===== config.mk =====
export PLATFORM = sky130hd
export DESIGN_NAME = sram_mem_ctrl
export DESIGN_NICKNAME = d
export VERILOG_FILES = /design/src/rtl/sram_mem_ctrl_pkg.sv /design/src/rtl/sram_mem_ctrl.sv
export SDC_FILE = /design/constraint.sdc
export NUM_CORES = 1
export LEC_CHECK = 0
export ABC_AREA = 1
export CAP_MARGIN = 20
export CORE_ASPECT_RATIO = 1.2
export CORE_MARGIN = 2
export CORE_UTILIZATION = 40
export CTS_BUF_LIST = sky130_fd_sc_hd__clkbuf_4
export CTS_CLUSTER_DIAMETER = 40
export DETAILED_ROUTE_END_ITERATION = 8
export GPL_TIMING_DRIVEN = 0
export PLACE_DENSITY_LB_ADDON = 0.15
export SLEW_MARGIN = 20
export SYNTH_ARGS = -nofsm -noshare
export SYNTH_HDL_FRONTEND = slang
export SYNTH_SLANG_ARGS = --single-unit

===== constraint.sdc =====
create_clock -name clk -period 3.3 [get_ports clk]
set_clock_uncertainty 0.1 [all_clocks]
set_input_delay 0.825 -clock clk [delete_from_list [all_inputs] [get_ports clk]]
set_output_delay 0.825 -clock clk [all_outputs]
set_load 0.02 [all_outputs]

===== src/rtl/sram_mem_ctrl_pkg.sv =====
// Shared definitions for the two-half-access SRAM data-memory controller.
// Holds the state encoding, the default data-space base and the half selects.
package sram_mem_ctrl_pkg;

   typedef enum logic [1:0] {
      IDLE = 2'd0,
      LO   = 2'd1,
      HI   = 2'd2,
      DONE = 2'd3
   } state_t;

   localparam int   BASE_ADDR_DEFAULT = 1024;
   localparam logic HALF_LO           = 1'b0;
   localparam logic HALF_HI           = 1'b1;

endpackage


===== src/rtl/sram_mem_ctrl.sv =====
// Memory-stage back end: moves one 32-bit word per request as two timed
// 16-bit accesses to an asynchronous SRAM and stalls the pipeline meanwhile.
module sram_mem_ctrl
   import sram_mem_ctrl_pkg::*;
#(
   parameter int BASE_ADDR   = BASE_ADDR_DEFAULT,
   parameter int WAIT_CYCLES = 2,
   parameter int SRAM_AW     = 18
) (
   input  logic               clk,
   input  logic               rst,
   input  logic               rd_en,
   input  logic               wr_en,
   input  logic [31:0]        addr,
   input  logic [31:0]        wr_data,
   output logic [31:0]        rd_data,
   output logic               ready,
   output logic [SRAM_AW-1:0] sram_addr,
   output logic [15:0]        sram_dq_out,
   output logic               sram_dq_oe,
   input  logic [15:0]        sram_dq_in,
   output logic               sram_we_n,
   output logic               sram_oe_n
);

   localparam logic [31:0] BASE_W  = 32'(BASE_ADDR);
   localparam logic [3:0]  WAIT_M1 = 4'(WAIT_CYCLES - 1);
   localparam int          WW      = SRAM_AW - 1;

   state_t             state_r, state_s;
   logic [3:0]         cnt_r, cnt_s;
   logic [WW-1:0]      word_r, word_in_s, word_s;
   logic [31:0]        wdata_r, data_s;
   logic               write_r, write_s;
   logic [15:0]        lo_half_r;
   logic               req_s, last_s;
   logic [SRAM_AW-1:0] sram_addr_s;
   logic [15:0]        dq_out_s;
   logic               dq_oe_s, we_n_s, oe_n_s;

   assign word_in_s = WW'((addr - BASE_W) >> 2);
   assign req_s     = rd_en | wr_en;
   assign last_s    = (cnt_r == 4'd0);
   // Pin values for the first half come straight from the request being accepted
   assign word_s    = (state_r == IDLE) ? word_in_s : word_r;
   assign data_s    = (state_r == IDLE) ? wr_data   : wdata_r;
   assign write_s   = (state_r == IDLE) ? wr_en     : write_r;

   // Next state, wait counter and the stall signal
   always_comb begin
      state_s = state_r;
      cnt_s   = cnt_r;
      ready   = 1'b0;
      case (state_r)
         IDLE: begin
            ready = ~req_s;
            if (req_s) begin
               state_s = LO;
               cnt_s   = WAIT_M1;
            end else begin
               state_s = IDLE;
            end
         end
         LO: begin
            if (last_s) begin
               state_s = HI;
               cnt_s   = WAIT_M1;
            end else begin
               cnt_s = cnt_r - 4'd1;
            end
         end
         HI: begin
            if (last_s) begin
               state_s = DONE;
            end else begin
               cnt_s = cnt_r - 4'd1;
            end
         end
         DONE: begin
            ready   = 1'b1;
            state_s = IDLE;
         end
         default: begin
            state_s = IDLE;
         end
      endcase
   end

   // SRAM pin values for the state being entered, registered below
   always_comb begin
      sram_addr_s = sram_addr;
      dq_out_s    = sram_dq_out;
      dq_oe_s     = 1'b0;
      we_n_s      = 1'b1;
      oe_n_s      = 1'b1;
      case (state_s)
         LO, HI: begin
            sram_addr_s = {word_s, (state_s == HI) ? HALF_HI : HALF_LO};
            if (write_s) begin
               dq_oe_s  = 1'b1;
               we_n_s   = 1'b0;
               dq_out_s = (state_s == HI) ? data_s[31:16] : data_s[15:0];
            end else begin
               oe_n_s = 1'b0;
            end
         end
         default: begin
            sram_addr_s = sram_addr;
         end
      endcase
   end

   // State, request latch, read assembly and registered SRAM pins
   always_ff @(posedge clk) begin
      if (!rst) begin
         state_r     <= IDLE;
         cnt_r       <= 4'd0;
         word_r      <= '0;
         wdata_r     <= 32'd0;
         write_r     <= 1'b0;
         lo_half_r   <= 16'd0;
         rd_data     <= 32'd0;
         sram_addr   <= '0;
         sram_dq_out <= 16'd0;
         sram_dq_oe  <= 1'b0;
         sram_we_n   <= 1'b1;
         sram_oe_n   <= 1'b1;
      end else begin
         state_r     <= state_s;
         cnt_r       <= cnt_s;
         sram_addr   <= sram_addr_s;
         sram_dq_out <= dq_out_s;
         sram_dq_oe  <= dq_oe_s;
         sram_we_n   <= we_n_s;
         sram_oe_n   <= oe_n_s;
         if (state_r == IDLE && req_s) begin
            word_r  <= word_in_s;
            wdata_r <= wr_data;
            write_r <= wr_en;
         end
         if (state_r == LO && last_s && !write_r) begin
            lo_half_r <= sram_dq_in;
         end
         if (state_r == HI && last_s && !write_r) begin
            rd_data <= {sram_dq_in, lo_half_r};
         end
      end
   end

endmodule

==> flow_metrics.env <==
export IMPL_dp_cells=1159
export IMPL_nets=1066
export IMPL_pwr_share_comb_pct=25.0
export IMPL_relSlewSlack_pct=59.4
export IMPL_netlist_instances=817
export IMPL_syn_num_nets=909
export IMPL_setup_slack_ps=228
export IMPL_grt_pass1_vias=5497
export IMPL_gr_usage_all_layers_pct=21.9
export IMPL_synth_seq_cells=141
export IMPL_die_w_um=116
export IMPL_fp_coreArea_um2=14900
export IMPL_num_rows=49
export IMPL_clk_latency_ps=550
export IMPL_cts_root_buf="clkbuf_4"
export IMPL_power_frac_clock_pct=27.3
export IMPL_clk_path_buf_depth=2
export IMPL_dieArea_um2=16200
export IMPL_critPathKind="primary input to output pin"
export IMPL_port_buffers=138
export IMPL_cts_made_buffers=17
export IMPL_worst_pin_slew_ps=609
export IMPL_post_route_period_util_pct=93.1
export IMPL_cp_arrival_ps=2150
export IMPL_drc=0
export IMPL_vias=5793
export IMPL_synth_common_cells="143 x a21oi_1, 141 x dfxtp_1, 116 x nand2_1, 111 x o21ai_0, 95 x inv_1"
export IMPL_finalSetupViolations=0
export IMPL_peakVddDrop_v=0.000254
export IMPL_synth_edf_count=0
export IMPL_grtUsageMet1_pct=26.8
export IMPL_hold_viol_final=0
export IMPL_initial_core_util_pct=40.8
export IMPL_status="finished, final reports clean"
export IMPL_drt_iter0_markers=226
export IMPL_fin_crit_ps=3070
export IMPL_required_ps=2370
export IMPL_met2_usage_pct=36.6
export IMPL_synth_most_common_cell="a21oi_1"
export IMPL_place_hpwl_um=13000
export IMPL_power_density_nw_per_um2=509
export IMPL_clock_sinks=141
export IMPL_h_tree_depth=4
export IMPL_ys_warn_count=0
export IMPL_antenna_found_initial=1
export IMPL_slew_violations=0
export IMPL_synth_cell_types=31
export IMPL_drive_gt1_share_pct=7.70
export IMPL_routedWlPerCell_um=14.6
export IMPL_netlist_area_leader_share_pct=46.5
export IMPL_seq_area_frac_synth_pct=46.5
export IMPL_use_met3_pct=4.76
export IMPL_p_sw_share_pct=34.3
export IMPL_grt_max_degree=17
export IMPL_grt_busiest_layer="met2"
export IMPL_critPathMaxFanout=3
export IMPL_syn_area_per_cell_um2=7.43
export IMPL_first_pass_iters=6
export IMPL_worstSetupStartpointType="primary input"
export IMPL_seq_power_share_pct=47.8
export IMPL_grt_pass1_wl_um=27700
export IMPL_p_sw_mw=1.40
export IMPL_power_leakage_nw=3.20
export IMPL_final_antenna_net_count=0
export IMPL_async_flop_share_pct=0
export IMPL_p_int_mw=2.68
export IMPL_die_y_um=139
export IMPL_routed_wirelength_um=17400
export IMPL_fillers=1505
export IMPL_clk_pin_slew_ps=130
export IMPL_holdBufCountCts=0
export IMPL_hold_class="flop to flop"
export IMPL_syn2layout_area_growth_pct=31.6
export IMPL_synthesis_area_um2=6070
export IMPL_final_cells=1192
export IMPL_endpoint_kind="output pin"
export IMPL_cts_resized=1
export IMPL_gr_total_overflow=0
export IMPL_via_per_inst=4.86
export IMPL_gp_congestion=0.846
export IMPL_cap_violations=0
export IMPL_synth_ff_type="dfxtp_1"
export IMPL_synth_top_area_cell="dfxtp_1"
export IMPL_num_io_pins=154
export IMPL_fmax_mhz=326
export IMPL_pre_cts_ws_ps=-271
export IMPL_cts_tree="done"
export IMPL_rsz0062_at_grt="false"
export IMPL_post_cts_setup_buffers=0
export IMPL_ys_top_cells_by_area="dfxtp_1 46%, a21oi_1 12%, o21ai_0 9.1%"
[final cells by class]
cell class,instances,area [um^2],area share [%]
sequential,141,2820,35.3
multi-input combinational,521,2590,32.4
timing repair buffer,138,1380,17.3
inverter,98,368,4.60
buffer,57,290,3.63
tap,204,255,3.19
clock inverter,15,154,1.93
clock buffer,17,128,1.60
antenna,1,2.50,0.0313
[state kept, by name, summed over array words and instances, names as in the netlist]
| name | cells |
|---|---|
| sram_oe_n | 1 |
| sram_addr | 18 |
| lo_half_r | 16 |
| write_r | 1 |
| rd_data | 32 |
| sram_dq_out | 16 |
| word_r | 17 |
| sram_dq_oe | 1 |
| wdata_r | 32 |
| cnt_r | 4 |
| state_r | 2 |
| sram_we_n | 1 |
[layout by cell type, fill, tap and decap left out, types with 9 or more instances in the layout]
| master | Yosys | layout |
|---|---|---|
| inv_1 | 95 | 95 |
| nand3_1 | 69 | 69 |
| dfxtp_1 | 141 | 141 |
| nand2_1 | 116 | 116 |
| buf_2 | 19 | 19 |
| nor2_1 | 38 | 38 |
| o211ai_1 | 9 | 9 |
| clkdlybuf4s50_1 | 0 | 137 |
| clkbuf_4 | 0 | 17 |
| clkbuf_1 | 27 | 27 |
| a21oi_1 | 143 | 143 |
| o21ai_0 | 111 | 111 |
[critical path: stages]
cell and delay [ps]:
clkdlybuf4s50_1 510, nor2_1 140, nand2_1 100, a21oi_1 210, dlygate4sd2_1 360
[routing by layer]
layer / routed length (um) / up-vias
met5: 0 / -
met3: 852 / 30
met1: 7500 / 2589
met2: 8530 / 150
li1: - / 3024
met4: 510 / 0
[power by group through the flow]
| stage | clock network, mW | logic, mW | registers, mW |
|---|---|---|---|
| 2_1_floorplan | 0 | 0.510 | 2.06 |
| 3_3_place_gp | 0 | 1.01 | 1.98 |
| 5_1_grt | 1.20 | 1.13 | 1.96 |
| 3_5_place_dp | 0 | 1.02 | 1.98 |
| 6_report | 1.11 | 1.02 | 1.94 |
| 4_1_cts | 1.13 | 1.02 | 1.94 |
[per-stage QoR]
step | area, um^2 | util [%] | setup TNS, ps | hold slack (ps) | power [mW]
after floorplan | 6070 | - | 0 | 329 | 2.57
after detailed placement | 7710 | 51.8 | -3900 | 344 | 3.00
after CTS | 7990 | 53.6 | 0 | 363 | 4.10
after global routing | 7990 | 53.6 | 0 | 379 | 4.29
final | 7990 | 53.6 | 0 | 363 | 4.07
after global placement | 7710 | 51.8 | -4040 | 340 | 2.99
[path summary, 6_finish.rpt]
check        depth (start not counted)        start  slack (ps)              to
max                                  5        wr_en         230           ready
min                                  2  wdata_r[22]         360     wdata_r[22]
max reg2reg                         16   state_r[1]         350  sram_dq_out[0]
min reg2reg                          2  wdata_r[22]         360     wdata_r[22]
[logic make-up after synthesis]
| group | share of synthesized area (%) |
|---|---|
| flip-flops | 46.5 |
| XOR/XNOR | 0.433 |
| buffers and inverters | 10.8 |
| AO/OA/AOI/OAI | 23.8 |
| AND/OR/NAND/NOR | 16.8 |
| adder cells (fa/ha/maj) | 1.65 |
No activity file was read; power rests on OpenSTA's default activity.
